==> config.mk <==
export PLATFORM = sky130hd
export DESIGN_NAME = change_dispenser
export DESIGN_NICKNAME = d
export VERILOG_FILES = /design/src/rtl/vend_pkg.sv /design/src/rtl/req_fifo.sv /design/src/rtl/change_dispenser.sv
export SDC_FILE = /design/constraint.sdc
export NUM_CORES = 1
export LEC_CHECK = 0
export CAP_MARGIN = 20
export CORE_AREA = 2 2 56 58
export DETAILED_ROUTE_END_ITERATION = 6
export DIE_AREA = 0 0 58 60
export PLACE_DENSITY_LB_ADDON = 0.1
export SLEW_MARGIN = 10
export SYNTH_ARGS = -nofsm -noshare
export SYNTH_HDL_FRONTEND = slang
export SYNTH_SLANG_ARGS = --single-unit
==> constraint.sdc <==
create_clock -name clk -period 5 [get_ports clk]
set_clock_uncertainty 0.1 [all_clocks]
set_input_delay 1 -clock clk [delete_from_list [all_inputs] [get_ports clk]]
set_output_delay 1 -clock clk [all_outputs]
set_load 0.005 [all_outputs]
==> src/rtl/vend_pkg.sv <==
// Shared definitions for the change dispenser: controller states and the
// 3-bit request entry {vend, coins} carried through the request queue.
package vend_pkg;

  typedef enum logic [2:0] {
    ST_IDLE     = 3'd0,
    ST_VEND     = 3'd1,
    ST_PAY_KICK = 3'd2,
    ST_PAY_WAIT = 3'd3,
    ST_FAULT    = 3'd4
  } state_t;

  localparam int REQ_W = 3;

  typedef struct packed {
    logic       vend;
    logic [1:0] coins;
  } req_t;

  // A cycle carries work when a product is ordered or coins are owed.
  function automatic logic req_present(input logic vend_bit, input logic [1:0] coins);
    return vend_bit || (coins != 2'd0);
  endfunction

endpackage

==> src/rtl/req_fifo.sv <==
// Small synchronous request queue with full/empty flags. Push and pop may
// occur in the same cycle, including when full, without losing data.
module req_fifo #(
  parameter int DEPTH = 2,
  parameter int WIDTH = 3
) (
  input  logic             clk,
  input  logic             reset,
  input  logic             push,
  input  logic [WIDTH-1:0] din,
  input  logic             pop,
  output logic [WIDTH-1:0] dout,
  output logic             full,
  output logic             empty,
  output logic             empty_nxt
);

  localparam int AW = (DEPTH > 1) ? $clog2(DEPTH) : 1;
  localparam logic [AW:0] FULL_CNT = (AW+1)'(DEPTH);
  localparam logic [AW:0] ZERO_CNT = (AW+1)'(0);

  logic [WIDTH-1:0] mem_r [DEPTH];
  logic [AW-1:0]    wr_ptr_r;
  logic [AW-1:0]    rd_ptr_r;
  logic [AW:0]      count_r;
  logic [AW:0]      count_s;
  logic             pop_ok_s;
  logic             push_ok_s;

  assign full      = (count_r == FULL_CNT);
  assign empty     = (count_r == ZERO_CNT);
  assign pop_ok_s  = pop && !empty;
  // A full queue still takes a push when the head leaves in the same cycle.
  assign push_ok_s = push && (!full || pop_ok_s);
  assign dout      = mem_r[rd_ptr_r];
  assign empty_nxt = (count_s == ZERO_CNT);

  // Next occupancy from the accepted push and pop.
  always_comb begin
    count_s = count_r;
    if (push_ok_s && !pop_ok_s) begin
      count_s = count_r + 1'b1;
    end else if (!push_ok_s && pop_ok_s) begin
      count_s = count_r - 1'b1;
    end else begin
      count_s = count_r;
    end
  end

  // Pointer and occupancy registers.
  always_ff @(posedge clk) begin
    if (reset) begin
      wr_ptr_r <= {AW{1'b0}};
      rd_ptr_r <= {AW{1'b0}};
      count_r  <= ZERO_CNT;
    end else begin
      if (push_ok_s) wr_ptr_r <= wr_ptr_r + 1'b1;
      if (pop_ok_s)  rd_ptr_r <= rd_ptr_r + 1'b1;
      count_r <= count_s;
    end
  end

  // Entry storage; stale contents are unreachable once the pointers reset.
  always_ff @(posedge clk) begin
    if (push_ok_s && !reset) mem_r[wr_ptr_r] <= din;
  end

endmodule

==> src/rtl/change_dispenser.sv <==
// Vending-machine product/change dispenser: queues requests and sequences the
// spiral motor and coin hopper, with sensor timeouts latching a sticky fault.
module change_dispenser
  import vend_pkg::*;
#(
  parameter int TIMEOUT = 16,
  parameter int QDEPTH  = 2
) (
  input  logic       clk,
  input  logic       reset,
  input  logic       out,
  input  logic [1:0] changee,
  input  logic       prod_sense,
  input  logic       coin_sense,
  output logic       motor_on,
  output logic       hopper_kick,
  output logic       busy,
  output logic       fault,
  output logic       dropped
);

  localparam logic [7:0] WAIT_LAST = 8'(TIMEOUT - 1);

  state_t           state_r;
  state_t           state_s;
  logic [1:0]       coin_cnt_r;
  logic [1:0]       coin_cnt_s;
  logic [7:0]       wait_cnt_r;
  logic [7:0]       wait_cnt_s;
  logic             push_s;
  logic             pop_s;
  req_t             new_req_s;
  req_t             head_s;
  logic [REQ_W-1:0] head_bits_s;
  logic             full_s;
  logic             empty_s;
  logic             empty_nxt_s;

  assign push_s    = req_present(out, changee);
  assign new_req_s = req_t'({out, changee});
  assign head_s    = req_t'(head_bits_s);

  req_fifo #(
    .DEPTH (QDEPTH),
    .WIDTH (REQ_W)
  ) u_req_fifo (
    .clk       (clk),
    .reset     (reset),
    .push      (push_s),
    .din       (new_req_s),
    .pop       (pop_s),
    .dout      (head_bits_s),
    .full      (full_s),
    .empty     (empty_s),
    .empty_nxt (empty_nxt_s)
  );

  // Next-state, counter updates and queue pop.
  always_comb begin
    state_s    = state_r;
    coin_cnt_s = coin_cnt_r;
    wait_cnt_s = wait_cnt_r;
    pop_s      = 1'b0;
    case (state_r)
      ST_IDLE: begin
        if (!empty_s) begin
          pop_s      = 1'b1;
          coin_cnt_s = head_s.coins;
          wait_cnt_s = 8'd0;
          if (head_s.vend) begin
            state_s = ST_VEND;
          end else begin
            state_s = ST_PAY_KICK;
          end
        end else begin
          state_s = ST_IDLE;
        end
      end
      ST_VEND: begin
        if (prod_sense) begin
          if (coin_cnt_r != 2'd0) begin
            state_s = ST_PAY_KICK;
          end else begin
            state_s = ST_IDLE;
          end
        end else if (wait_cnt_r == WAIT_LAST) begin
          state_s = ST_FAULT;
        end else begin
          wait_cnt_s = wait_cnt_r + 8'd1;
        end
      end
      ST_PAY_KICK: begin
        state_s    = ST_PAY_WAIT;
        wait_cnt_s = 8'd0;
      end
      ST_PAY_WAIT: begin
        if (coin_sense) begin
          coin_cnt_s = coin_cnt_r - 2'd1;
          if (coin_cnt_s != 2'd0) begin
            state_s = ST_PAY_KICK;
          end else begin
            state_s = ST_IDLE;
          end
        end else if (wait_cnt_r == WAIT_LAST) begin
          state_s = ST_FAULT;
        end else begin
          wait_cnt_s = wait_cnt_r + 8'd1;
        end
      end
      ST_FAULT: begin
        state_s = ST_FAULT;
      end
      default: begin
        state_s = ST_IDLE;
      end
    endcase
  end

  // State, counters and registered outputs decoded from the next state.
  always_ff @(posedge clk) begin
    if (reset) begin
      state_r     <= ST_IDLE;
      coin_cnt_r  <= 2'd0;
      wait_cnt_r  <= 8'd0;
      motor_on    <= 1'b0;
      hopper_kick <= 1'b0;
      busy        <= 1'b0;
      fault       <= 1'b0;
      dropped     <= 1'b0;
    end else begin
      state_r     <= state_s;
      coin_cnt_r  <= coin_cnt_s;
      wait_cnt_r  <= wait_cnt_s;
      motor_on    <= (state_s == ST_VEND);
      hopper_kick <= (state_s == ST_PAY_KICK);
      busy        <= (state_s != ST_IDLE) || !empty_nxt_s;
      fault       <= (state_s == ST_FAULT);
      dropped     <= push_s && full_s && !pop_s;
    end
  end

endmodule

==> run_summary.xml, run 1 <==
<?xml version="1.0" encoding="UTF-8"?>
<metrics>
  <group name="timing">
    <metric name="final-max-slew-violation-count" unit="">0</metric>
    <metric name="final-hold-violation-count" unit="">0</metric>
    <metric name="slew-limit-headroom" unit="%">36.3</metric>
    <metric name="transition_at_the_pin_with_the_smallest_max_transition_slack" unit="ns">0.931</metric>
    <metric name="final_min_period_over_clock_period" unit="%">54.9</metric>
    <metric name="timing.setup.tns" unit="ns">0</metric>
    <metric name="rsz0062_at_grt" unit="">no</metric>
    <metric name="fin_crit" unit="ns">2.75</metric>
    <metric name="fmax" unit="MHz">364</metric>
    <metric name="worst_hold_margin" unit="ns">0.422</metric>
    <metric name="setup_violators_final" unit="">0</metric>
  </group>
  <group name="global_route">
    <metric name="pin_count_of_the_biggest_net_entering_global_routing" unit="">18</metric>
    <metric name="grt_use_total" unit="%">17.7</metric>
    <metric name="first_global_vias" unit="">1004</metric>
    <metric name="grt_first_pass_wirelength" unit="mm">4.57</metric>
    <metric name="antenna_found_initial" unit="">0</metric>
    <metric name="grt_remaining_overflow" unit="">0</metric>
  </group>
  <group name="routing">
    <metric name="antenna_violating_nets_post_route" unit="">0</metric>
    <metric name="drt-initial-drc-count" unit="">27</metric>
    <metric name="vias_per_cell" unit="">5.38</metric>
    <metric name="wl_per_cell" unit="um">13.5</metric>
    <metric name="drc_errors" unit="">0</metric>
    <metric name="routed_wl" unit="mm">2.61</metric>
    <metric name="drt_pre_antenna_iters" unit="">4</metric>
    <metric name="route.vias.total" unit="">1039</metric>
  </group>
  <group name="clocking">
    <metric name="clock_sinks" unit="">29</metric>
    <metric name="postCtsResizedCells" unit="">0</metric>
    <metric name="cts.clk_slew.worst_paths" unit="ns">0.10</metric>
    <metric name="postCtsSetupBuffers" unit="">0</metric>
    <metric name="cts-root-to-sink-buffers" unit="">2</metric>
    <metric name="clk_root_buffer_cell" unit="">sky130_fd_sc_hd__clkbuf_4</metric>
    <metric name="clk_latency" unit="ns">0.33</metric>
    <metric name="h-tree-depth" unit="">2</metric>
    <metric name="numCtsBuffers" unit="">5</metric>
    <metric name="cts_hold_repair.buffers" unit="">0</metric>
    <metric name="cts_tree" unit="">built</metric>
  </group>
  <group name="floorplan">
    <metric name="die_w" unit="um">58</metric>
    <metric name="start_util" unit="%">48.2</metric>
    <metric name="floorplan.core_area" unit="sq um">2900</metric>
    <metric name="fp.dieArea" unit="sq um">3480</metric>
    <metric name="rows" unit="">20</metric>
    <metric name="ios" unit="">12</metric>
    <metric name="floorplan.die.height" unit="um">60</metric>
  </group>
  <group name="yosys">
    <metric name="muxShareOfSynthArea" unit="%">5.99</metric>
    <metric name="synthesis.instances" unit="">146</metric>
    <metric name="main_combinational_cell_family_by_area_after_synthesis" unit="">simple AND/OR/NAND/NOR gates</metric>
    <metric name="synthesis.area_per_instance" unit="sq um">9.59</metric>
    <metric name="synth_enable_flop_cells" unit="">6</metric>
    <metric name="ys_warn_count" unit="">0</metric>
    <metric name="synth_largest_type_area_fraction" unit="%">32.9</metric>
    <metric name="synth.most_common_cell" unit="">sky130_fd_sc_hd__nor2_1</metric>
    <metric name="synth-compound-area-share" unit="%">13.1</metric>
    <metric name="post_synthesis_share_of_cell_area_spent_on_and_or_nand_and_nor_gates" unit="%">20.9</metric>
    <metric name="synthArstFlopShare" unit="%">0</metric>
    <metric name="netlist_top_cells_count" unit="">sky130_fd_sc_hd__nor2_1, sky130_fd_sc_hd__dfxtp_1, sky130_fd_sc_hd__xnor2_1, sky130_fd_sc_hd__a21oi_1, sky130_fd_sc_hd__nand2_1</metric>
    <metric name="seq_area_frac_synth" unit="%">45.8</metric>
    <metric name="xor_xnor_cell_area_share_of_the_yosys_netlist" unit="%">6.26</metric>
    <metric name="syn_nets" unit="">158</metric>
    <metric name="ys_top_cells_by_area" unit="">sky130_fd_sc_hd__dfxtp_1, sky130_fd_sc_hd__edfxtp_1, sky130_fd_sc_hd__nor2_1</metric>
    <metric name="synth_largest_area_cell" unit="">sky130_fd_sc_hd__dfxtp_1</metric>
    <metric name="synthFlopType" unit="">sky130_fd_sc_hd__dfxtp_1</metric>
    <metric name="post_synth_num_cell_types" unit="">40</metric>
    <metric name="synth.ff_latch_count" unit="">29</metric>
    <metric name="synth-adder-area-share" unit="%">4.47</metric>
    <metric name="mappedNetlistArea" unit="sq um">1400</metric>
  </group>
  <group name="placed_design">
    <metric name="routabilityCongestion" unit="">0.763</metric>
    <metric name="io_buffers" unit="">11</metric>
    <metric name="numPlacedInstances" unit="">185</metric>
    <metric name="place_hpwl" unit="mm">1.93</metric>
  </group>
  <group name="layout">
    <metric name="syn_to_final_growth" unit="%">12.9</metric>
    <metric name="finish.cell_count_without_fillers" unit="">193</metric>
    <metric name="num_antenna_cells" unit="">0</metric>
    <metric name="finalNetCount" unit="">171</metric>
    <metric name="fin_util" unit="%">54.4</metric>
    <metric name="num-fill-cells" unit="">283</metric>
    <metric name="layout-drive-gt1-share" unit="%">10.6</metric>
  </group>
  <group name="critical_path">
    <metric name="required" unit="ns">4.86</metric>
    <metric name="worst_path_max_delay_cell" unit="">sky130_fd_sc_hd__a2111oi_0</metric>
    <metric name="cpLargestDelayFamily" unit="">compound AO/OA/AOI/OAI gates</metric>
    <metric name="timing.critical_path.cells" unit="">clkdlybuf4s50_1, a2111oi_0</metric>
    <metric name="critPathMaxFanout" unit="">17</metric>
    <metric name="critical_path_class" unit="">in2reg</metric>
    <metric name="setup.worst_path.end_class" unit="">register</metric>
    <metric name="worstSetupStartpointType" unit="">input port</metric>
    <metric name="worstPathArrival" unit="ns">2.61</metric>
    <metric name="critical_path_buf_inv_count" unit="">1</metric>
    <metric name="critPathMaxStageDelay" unit="ns">0.91</metric>
  </group>
  <group name="power_and_ir_drop">
    <metric name="cellLeakagePower" unit="uW">0.000554</metric>
    <metric name="fraction_of_power_spent_switching_nets" unit="%">39.2</metric>
    <metric name="p_switching" unit="uW">326</metric>
    <metric name="ir_drop" unit="mV">0.287</metric>
    <metric name="share_seq_of_total_power" unit="%">41.3</metric>
    <metric name="finalPower" unit="uW">833</metric>
    <metric name="power.density" unit="nW/um^2">527</metric>
    <metric name="internal-power" unit="uW">506</metric>
    <metric name="share_clk_of_total_power" unit="%">16.5</metric>
    <metric name="combinationalPowerShare" unit="%">42.2</metric>
  </group>
  <group name="outcome">
    <metric name="outcome" unit="">finished clean</metric>
  </group>
  <group name="flow_run">
    <metric name="cap_viol_max_count" unit="">0</metric>
  </group>
  <group name="hold_path">
    <metric name="holdCritPathClass" unit="">reg2reg</metric>
  </group>
</metrics>
## cells by family after synthesis
kind of cell | count (synthesis)
buf+inv | 11
fa+ha+maj | 5
simple gates | 56
xor+xnor | 10
mux | 8
compound gates | 27
flops | 29
## state kept, by name (all words and copies together) (netlist names), 2 cells and up, named ones only
name,cells
u_req_fifo.count_r,2
coin_cnt_r,2
state_r,3
wait_cnt_r,8
u_req_fifo.mem_r,6
## cell usage in the layout (no fill, tap or decap), drive strengths merged, types with 2 or more instances in the layout
cell type,n
a2111oi,2
nand3,6
nand2b,2
clkinv,2
o21ai,6
or4,2
and3,3
dfxtp,23
clkbuf,5
and2,2
nor3b,2
a211oi,2
edfxtp,6
nor2,25
xnor2,9
clkdlybuf4s50,11
nor3,3
mux2i,5
inv,6
nand2,7
mux2,3
a21oi,8
ha,5
## stage by stage
stage | setup slack, ns | instance area, sq um
floorplan | 2.70 | 1400
global placement | 1.98 | 1530
detailed placement | 1.88 | 1530
CTS | 2.25 | 1580
global route | 2.17 | 1580
finish | 2.25 | 1580
## worst paths after layout
kind / start / depth (start not counted) / end / slack (ns)
worst max-delay path: reset / 2 / u_req_fifo.mem_r[0][1] / 2.25
worst min-delay path: wait_cnt_r[1] / 2 / wait_cnt_r[1] / 0.42
worst max register to register: u_req_fifo.count_r[1] / 7 / busy / 2.69
worst min register to register: wait_cnt_r[1] / 2 / wait_cnt_r[1] / 0.42
## power by group through the flow
stage,logic [uW],registers [uW],clock network (uW)
after CTS,356,344,143
after global placement,348,347,0
after detailed placement,353,349,0
final,351,344,137
after global routing,397,353,152
after floorplan,286,325,0
## routing by layer
layer	vias up	GRT usage (%)	part of all wire (%)
met5	-	0	0
met4	0	7.97	1.9
met3	5	6.06	5.0
met2	26	28.7	49
met1	467	21.3	45
li1	541	-	-
## final cells by class
cell class / instances / area [sq um] / area share, %
well taps: 33 / 41.3 / 2.61
flip-flops and latches: 29 / 641 / 40.5
clock buffers: 5 / 37.5 / 2.38
multi-input cells: 106 / 711 / 45.0
inverters: 6 / 22.5 / 1.43
repair buffers: 11 / 110 / 6.97
clock inverters: 3 / 17.5 / 1.11
## worst register-to-register path, cell delays in order (launching register included)
cell and delay (ns):
sky130_fd_sc_hd__dfxtp_1 0.39, sky130_fd_sc_hd__inv_1 0.08, sky130_fd_sc_hd__ha_1 0.26, sky130_fd_sc_hd__nor4_4 0.53
sky130_fd_sc_hd__nor3_2 0.13, sky130_fd_sc_hd__or4_1 0.49, sky130_fd_sc_hd__o21ai_1 0.09, sky130_fd_sc_hd__a31oi_1 0.11
Power figures use the tool's default switching activity.
==> inputs of run 2 (changes only) <==
- clock period: 5 -> 2.6 ns (I/O delays scaled with it)
==> run 2 against run 1 <==
  * Combinational power grew 99%
  * Flip-flop and latch count is the same
  * First-iteration DRC count grew 67%
  * Worst hold slack lost 0.0086 ns
  * Sequential share of layout area shrank 1.3 points
  * Clock power grew to 2.8 times the previous value
  * Cell count grew 1.6%
  * Non-clock buffer count grew 3
  * Count of clock-buffer cells in the layout grew 2
  * Setup slack lost 1.7 ns
  * Via count grew 4.0%
==> run_summary.xml, run 2 (synthesis gave the netlist of run 1 again) <==
<?xml version="1.0" encoding="UTF-8"?>
<metrics>
  <group name="outcome">
    <metric name="outcome" unit="">finished clean</metric>
  </group>
  <group name="global_route">
    <metric name="grt_first_pass_wirelength" unit="mm">4.44</metric>
    <metric name="grt_use_total" unit="%">17.8</metric>
    <metric name="grt_remaining_overflow" unit="">0</metric>
    <metric name="antenna_found_initial" unit="">0</metric>
    <metric name="first_global_vias" unit="">1005</metric>
    <metric name="pin_count_of_the_biggest_net_entering_global_routing" unit="">17</metric>
  </group>
  <group name="power_and_ir_drop">
    <metric name="ir_drop" unit="mV">0.739</metric>
    <metric name="finalPower" unit="uW">1750</metric>
    <metric name="power.density" unit="nW/um^2">1070</metric>
    <metric name="internal-power" unit="uW">1120</metric>
    <metric name="share_seq_of_total_power" unit="%">37.8</metric>
    <metric name="combinationalPowerShare" unit="%">39.9</metric>
    <metric name="fraction_of_power_spent_switching_nets" unit="%">36.0</metric>
    <metric name="cellLeakagePower" unit="uW">0.000584</metric>
    <metric name="share_clk_of_total_power" unit="%">22.3</metric>
    <metric name="p_switching" unit="uW">629</metric>
  </group>
  <group name="floorplan">
    <metric name="floorplan.core_area" unit="sq um">2900</metric>
    <metric name="floorplan.die.height" unit="um">60</metric>
    <metric name="fp.dieArea" unit="sq um">3480</metric>
    <metric name="ios" unit="">12</metric>
    <metric name="start_util" unit="%">48.2</metric>
    <metric name="rows" unit="">20</metric>
    <metric name="die_w" unit="um">58</metric>
  </group>
  <group name="timing">
    <metric name="setup_violators_final" unit="">0</metric>
    <metric name="transition_at_the_pin_with_the_smallest_max_transition_slack" unit="ns">0.662</metric>
    <metric name="fmax" unit="MHz">488</metric>
    <metric name="final-hold-violation-count" unit="">0</metric>
    <metric name="final_min_period_over_clock_period" unit="%">78.9</metric>
    <metric name="worst_hold_margin" unit="ns">0.413</metric>
    <metric name="timing.setup.tns" unit="ns">0</metric>
    <metric name="fin_crit" unit="ns">2.05</metric>
    <metric name="slew-limit-headroom" unit="%">55.4</metric>
    <metric name="final-max-slew-violation-count" unit="">0</metric>
    <metric name="rsz0062_at_grt" unit="">no</metric>
  </group>
  <group name="clocking">
    <metric name="clock_sinks" unit="">29</metric>
    <metric name="cts_hold_repair.buffers" unit="">0</metric>
    <metric name="postCtsResizedCells" unit="">0</metric>
    <metric name="cts.clk_slew.worst_paths" unit="ns">0.09</metric>
    <metric name="cts_tree" unit="">built</metric>
    <metric name="cts-root-to-sink-buffers" unit="">2</metric>
    <metric name="numCtsBuffers" unit="">5</metric>
    <metric name="clk_latency" unit="ns">0.33</metric>
    <metric name="postCtsSetupBuffers" unit="">0</metric>
    <metric name="h-tree-depth" unit="">2</metric>
    <metric name="clk_root_buffer_cell" unit="">sky130_fd_sc_hd__clkbuf_4</metric>
  </group>
  <group name="critical_path">
    <metric name="worstPathArrival" unit="ns">2.17</metric>
    <metric name="reg2reg_to" unit="">wait_cnt_r[7]</metric>
    <metric name="cp-endpoint" unit="">wait_cnt_r[7]</metric>
    <metric name="setup.worst_path.end_class" unit="">register</metric>
    <metric name="worstSetupStartpointType" unit="">register</metric>
    <metric name="ff2ff_path_depth" unit="">5</metric>
    <metric name="required" unit="ns">2.72</metric>
    <metric name="critical_path.reg2reg.startpoint" unit="">state_r[1]</metric>
    <metric name="critical_path_class" unit="">reg2reg</metric>
    <metric name="rrSetupSlack" unit="ns">0.55</metric>
    <metric name="crit_start" unit="">state_r[1]</metric>
    <metric name="critPathMaxFanout" unit="">13</metric>
  </group>
  <group name="layout">
    <metric name="syn_to_final_growth" unit="%">16.6</metric>
    <metric name="most_common_cell_after_layout_fill_and_taps_aside" unit="">sky130_fd_sc_hd__nor2_1</metric>
    <metric name="top_register" unit="">wait_cnt_r</metric>
    <metric name="layout_top_registers" unit="">wait_cnt_r x8, u_req_fifo.mem_r x6, state_r x3</metric>
    <metric name="finish.instance_area" unit="sq um">1630</metric>
    <metric name="layout-drive-gt1-share" unit="%">11.7</metric>
    <metric name="num_antenna_cells" unit="">0</metric>
    <metric name="number_of_flip_flops_under_the_largest_register_name" unit="">8</metric>
    <metric name="layout.cells.most_common_list" unit="">sky130_fd_sc_hd__nor2_1, sky130_fd_sc_hd__dfxtp_1, sky130_fd_sc_hd__clkdlybuf4s50_1</metric>
    <metric name="finalNetCount" unit="">174</metric>
  </group>
  <group name="placed_design">
    <metric name="routabilityCongestion" unit="">0.763</metric>
    <metric name="place_hpwl" unit="mm">1.91</metric>
    <metric name="placement.cell_area" unit="sq um">1550</metric>
    <metric name="io_buffers" unit="">11</metric>
  </group>
  <group name="routing">
    <metric name="routed_wl" unit="mm">2.64</metric>
    <metric name="antenna_violating_nets_post_route" unit="">0</metric>
    <metric name="wl_per_cell" unit="um">13.5</metric>
    <metric name="vias_per_cell" unit="">5.52</metric>
    <metric name="route.vias.total" unit="">1081</metric>
    <metric name="drt-initial-drc-count" unit="">45</metric>
    <metric name="drc_errors" unit="">0</metric>
    <metric name="drt_pre_antenna_iters" unit="">4</metric>
  </group>
  <group name="hold_path">
    <metric name="launch_instance_of_the_worst_min_delay_path" unit="">wait_cnt_r[1]</metric>
    <metric name="holdCritPathClass" unit="">reg2reg</metric>
  </group>
  <group name="flow_run">
    <metric name="cap_viol_max_count" unit="">0</metric>
  </group>
</metrics>
[run 2: worst max-delay path, stage by stage (launching register included)]
cell                        delay, ns
sky130_fd_sc_hd__dfxtp_1         0.64
sky130_fd_sc_hd__mux2_2          0.41
sky130_fd_sc_hd__a2111oi_2       0.44
sky130_fd_sc_hd__nand3_1         0.14
sky130_fd_sc_hd__xor2_1          0.14
sky130_fd_sc_hd__nor2_1          0.05
[run 2: power by group through the flow]
| stage | Combinational, uW | Clock, uW | Sequential, uW |
|---|---|---|---|
| 3_5_place_dp | 696 | 0 | 671 |
| 3_3_place_gp | 687 | 0 | 668 |
| 2_1_floorplan | 550 | 0 | 625 |
| 4_1_cts | 702 | 401 | 660 |
| 6_report | 697 | 390 | 661 |
| 5_1_grt | 782 | 419 | 676 |
[run 2: metrics by stage]
| step | utilization, % | setup slack, ns | instances |
|---|---|---|---|
| after global routing | 56.3 | 0.342 | 196 |
| after global placement | 53.3 | 0.304 | 188 |
| after floorplan | - | 0.570 | 146 |
| after CTS | 56.3 | 0.530 | 196 |
| after detailed placement | 53.3 | 0.229 | 188 |
| final | 56.3 | 0.549 | 196 |
[run 2: worst min-delay path by stage]
stage                               end  slack (ns)  cells after the start
after floorplan           wait_cnt_r[7]        0.37                      2
after CTS                 wait_cnt_r[1]        0.42                      2
after detailed placement  wait_cnt_r[1]        0.40                      2
after global placement    wait_cnt_r[7]        0.39                      2
final                     wait_cnt_r[1]        0.41                      2
after global routing      wait_cnt_r[1]        0.44                      2
[run 2: cell type report]
class	instances	area, sq um
fillers	283	1270
multi-input cells	106	711
flip-flops and latches	29	641
repair buffers	14	133
clock buffers	7	55.1
well taps	33	41.3
clock inverters	1	30.0
inverters	6	22.5
[run 2: metal layers]
| layer | GRT usage [%] | routed length [um] | up-vias |
|---|---|---|---|
| met4 | 9.97 | 63 | 0 |
| met5 | 0 | 0 | - |
| met2 | 27.8 | 1200 | 15 |
| met1 | 21.1 | 1270 | 511 |
| met3 | 6.71 | 114 | 5 |
| li1 | - | - | 550 |
==> inputs of run 3 (changes only) <==
- clock period: 2.6 -> 2 ns (I/O delays scaled with it)
==> run 3 against run 2 <==
  * Flip-flop and latch count did not move
  * Die area did not move
  * Combinational power increased by 69%
  * Highest routed layer unchanged
==> run_summary.xml, run 3 (synthesis gave the netlist of run 1 again) <==
<?xml version="1.0" encoding="UTF-8"?>
<metrics>
  <group name="outcome">
    <metric name="outcome" unit="">finished clean</metric>
  </group>
  <group name="layout">
    <metric name="layout_top_registers" unit="">wait_cnt_r x8, u_req_fifo.mem_r x6, state_r x3</metric>
    <metric name="syn_to_final_growth" unit="%">26.6</metric>
    <metric name="top_register" unit="">wait_cnt_r</metric>
    <metric name="finish.cell_count_without_fillers" unit="">216</metric>
    <metric name="layout.cells.most_common_list" unit="">sky130_fd_sc_hd__nor2_1, sky130_fd_sc_hd__dfxtp_1, sky130_fd_sc_hd__buf_4</metric>
    <metric name="register_area" unit="sq um">642</metric>
    <metric name="layout-drive-gt1-share" unit="%">23.0</metric>
    <metric name="most_common_cell_after_layout_fill_and_taps_aside" unit="">sky130_fd_sc_hd__nor2_1</metric>
    <metric name="num-fill-cells" unit="">260</metric>
    <metric name="number_of_flip_flops_under_the_largest_register_name" unit="">8</metric>
    <metric name="area_taken_by_multi_input_logic_gates" unit="sq um">721</metric>
    <metric name="finish.instance_area" unit="sq um">1770</metric>
    <metric name="num_antenna_cells" unit="">0</metric>
    <metric name="finalNetCount" unit="">194</metric>
  </group>
  <group name="global_route">
    <metric name="grt_remaining_overflow" unit="">0</metric>
    <metric name="antenna_found_initial" unit="">0</metric>
    <metric name="pin_count_of_the_biggest_net_entering_global_routing" unit="">17</metric>
    <metric name="grt_use_total" unit="%">17.2</metric>
    <metric name="first_global_vias" unit="">1036</metric>
    <metric name="grt_first_pass_wirelength" unit="mm">4.46</metric>
  </group>
  <group name="critical_path">
    <metric name="timing.critical_path.cells" unit="">inv_1, ha_2, nor4_4, nor3_2, or4_1, o21ai_1, a31oi_1</metric>
    <metric name="worst_path_max_delay_cell" unit="">sky130_fd_sc_hd__or4_1</metric>
    <metric name="reg2reg_to" unit="">busy</metric>
    <metric name="required" unit="ns">2.10</metric>
    <metric name="setup.worst_path.end_class" unit="">register</metric>
    <metric name="critical_path_class" unit="">reg2reg</metric>
    <metric name="worstPathArrival" unit="ns">2.03</metric>
    <metric name="cp-endpoint" unit="">busy</metric>
    <metric name="worstSetupStartpointType" unit="">register</metric>
    <metric name="cpLargestDelayFamily" unit="">simple AND/OR/NAND/NOR gates</metric>
    <metric name="critical_path_buf_inv_count" unit="">1</metric>
    <metric name="rrSetupSlack" unit="ns">0.07</metric>
    <metric name="critPathMaxStageDelay" unit="ns">0.47</metric>
    <metric name="ff2ff_path_depth" unit="">7</metric>
    <metric name="path_depth" unit="">7</metric>
    <metric name="crit_start" unit="">u_req_fifo.count_r[0]</metric>
    <metric name="critical_path.reg2reg.startpoint" unit="">u_req_fifo.count_r[0]</metric>
    <metric name="critPathMaxFanout" unit="">5</metric>
  </group>
  <group name="power_and_ir_drop">
    <metric name="ir_drop" unit="mV">0.825</metric>
    <metric name="finalPower" unit="uW">2350</metric>
    <metric name="cellLeakagePower" unit="uW">0.000676</metric>
    <metric name="power.density" unit="nW/um^2">1330</metric>
  </group>
  <group name="placed_design">
    <metric name="io_buffers" unit="">11</metric>
    <metric name="routabilityCongestion" unit="">0.738</metric>
    <metric name="placement.cell_area" unit="sq um">1700</metric>
    <metric name="numPlacedInstances" unit="">206</metric>
    <metric name="place_hpwl" unit="mm">2.11</metric>
  </group>
  <group name="timing">
    <metric name="transition_at_the_pin_with_the_smallest_max_transition_slack" unit="ns">0.394</metric>
    <metric name="final-hold-violation-count" unit="">0</metric>
    <metric name="final_min_period_over_clock_period" unit="%">96.4</metric>
    <metric name="worst_hold_margin" unit="ns">0.410</metric>
    <metric name="slew-limit-headroom" unit="%">73.7</metric>
    <metric name="fin_crit" unit="ns">1.93</metric>
    <metric name="setup_violators_final" unit="">0</metric>
    <metric name="fmax" unit="MHz">519</metric>
    <metric name="final-max-slew-violation-count" unit="">0</metric>
  </group>
  <group name="routing">
    <metric name="drt_pre_antenna_iters" unit="">4</metric>
    <metric name="drt-initial-drc-count" unit="">23</metric>
    <metric name="vias_per_cell" unit="">5.27</metric>
    <metric name="wl_per_cell" unit="um">12.9</metric>
    <metric name="drc_errors" unit="">0</metric>
    <metric name="route.vias.total" unit="">1138</metric>
    <metric name="antenna_violating_nets_post_route" unit="">0</metric>
    <metric name="routed_wl" unit="mm">2.78</metric>
  </group>
  <group name="clocking">
    <metric name="clock_sinks" unit="">29</metric>
    <metric name="cts-root-to-sink-buffers" unit="">2</metric>
    <metric name="cts.clk_slew.worst_paths" unit="ns">0.08</metric>
    <metric name="clk_latency" unit="ns">0.33</metric>
    <metric name="numCtsBuffers" unit="">5</metric>
    <metric name="clk_root_buffer_cell" unit="">sky130_fd_sc_hd__clkbuf_4</metric>
    <metric name="h-tree-depth" unit="">2</metric>
    <metric name="cts_tree" unit="">built</metric>
  </group>
  <group name="floorplan">
    <metric name="rows" unit="">20</metric>
    <metric name="fp.dieArea" unit="sq um">3480</metric>
    <metric name="start_util" unit="%">48.2</metric>
    <metric name="floorplan.die.height" unit="um">60</metric>
    <metric name="die_w" unit="um">58</metric>
    <metric name="ios" unit="">12</metric>
    <metric name="floorplan.core_area" unit="sq um">2900</metric>
  </group>
  <group name="hold_path">
    <metric name="holdCritPathClass" unit="">reg2reg</metric>
  </group>
  <group name="flow_run">
    <metric name="cap_viol_max_count" unit="">0</metric>
  </group>
</metrics>
## run 3: worst min-delay path: cells and delay by family, from the launching register on
kind	cells	cell delay, ns
simple gates	1	0.07
compound gates	1	0.06
flops	1	0.34
## run 3: how the worst min path moves through the flow
stage	start	end	slack, ns	cells after the start
2_1_floorplan	wait_cnt_r[7]	wait_cnt_r[7]	0.37	2
3_3_place_gp	wait_cnt_r[1]	wait_cnt_r[1]	0.39	2
3_5_place_dp	wait_cnt_r[7]	wait_cnt_r[7]	0.40	2
4_1_cts	u_req_fifo.rd_ptr_r	register	0.42	2
5_1_grt	u_req_fifo.rd_ptr_r	register	0.44	2
6_report	wait_cnt_r[1]	wait_cnt_r[1]	0.41	2
## run 3: through the flow
step                setup WS, ns  util [%]  TNS (ns)
detailed placement        -0.126      58.4    -0.673
global route             -0.0277      61.1   -0.0277
finish                    0.0716      61.1         0
CTS                       0.0674      60.2         0
global placement          -0.103      58.4    -0.673
floorplan                0.00877         -         0
## run 3: area by class of cell
class	instances	area share (%)
inverter	6	1.27
clock buffer	6	2.33
tap	33	2.33
sequential	29	36.2
clock inverter	2	0.565
timing repair buffer	34	16.7
multi-input combinational	106	40.6
## run 3: timing repair
action	CTS	global route
setup endpoints to repair	1	2
gates cloned	0	0
buffers inserted	0	2
resized for setup	0	3
pin swaps	1	2
hold buffers	0	0
## run 3: power by group
part           switching (uW)  total, uW  internal [uW]
clock network             203        336            134
logic                     560       1180            619
registers                 103        838            735
## run 3: layer usage
metal	vias up	GRT usage [%]	routed length, um
met5	-	0	0
li1	591	-	-
met3	2	5.84	109
met4	0	5.98	24
met1	529	19.9	1300
met2	16	29.7	1350
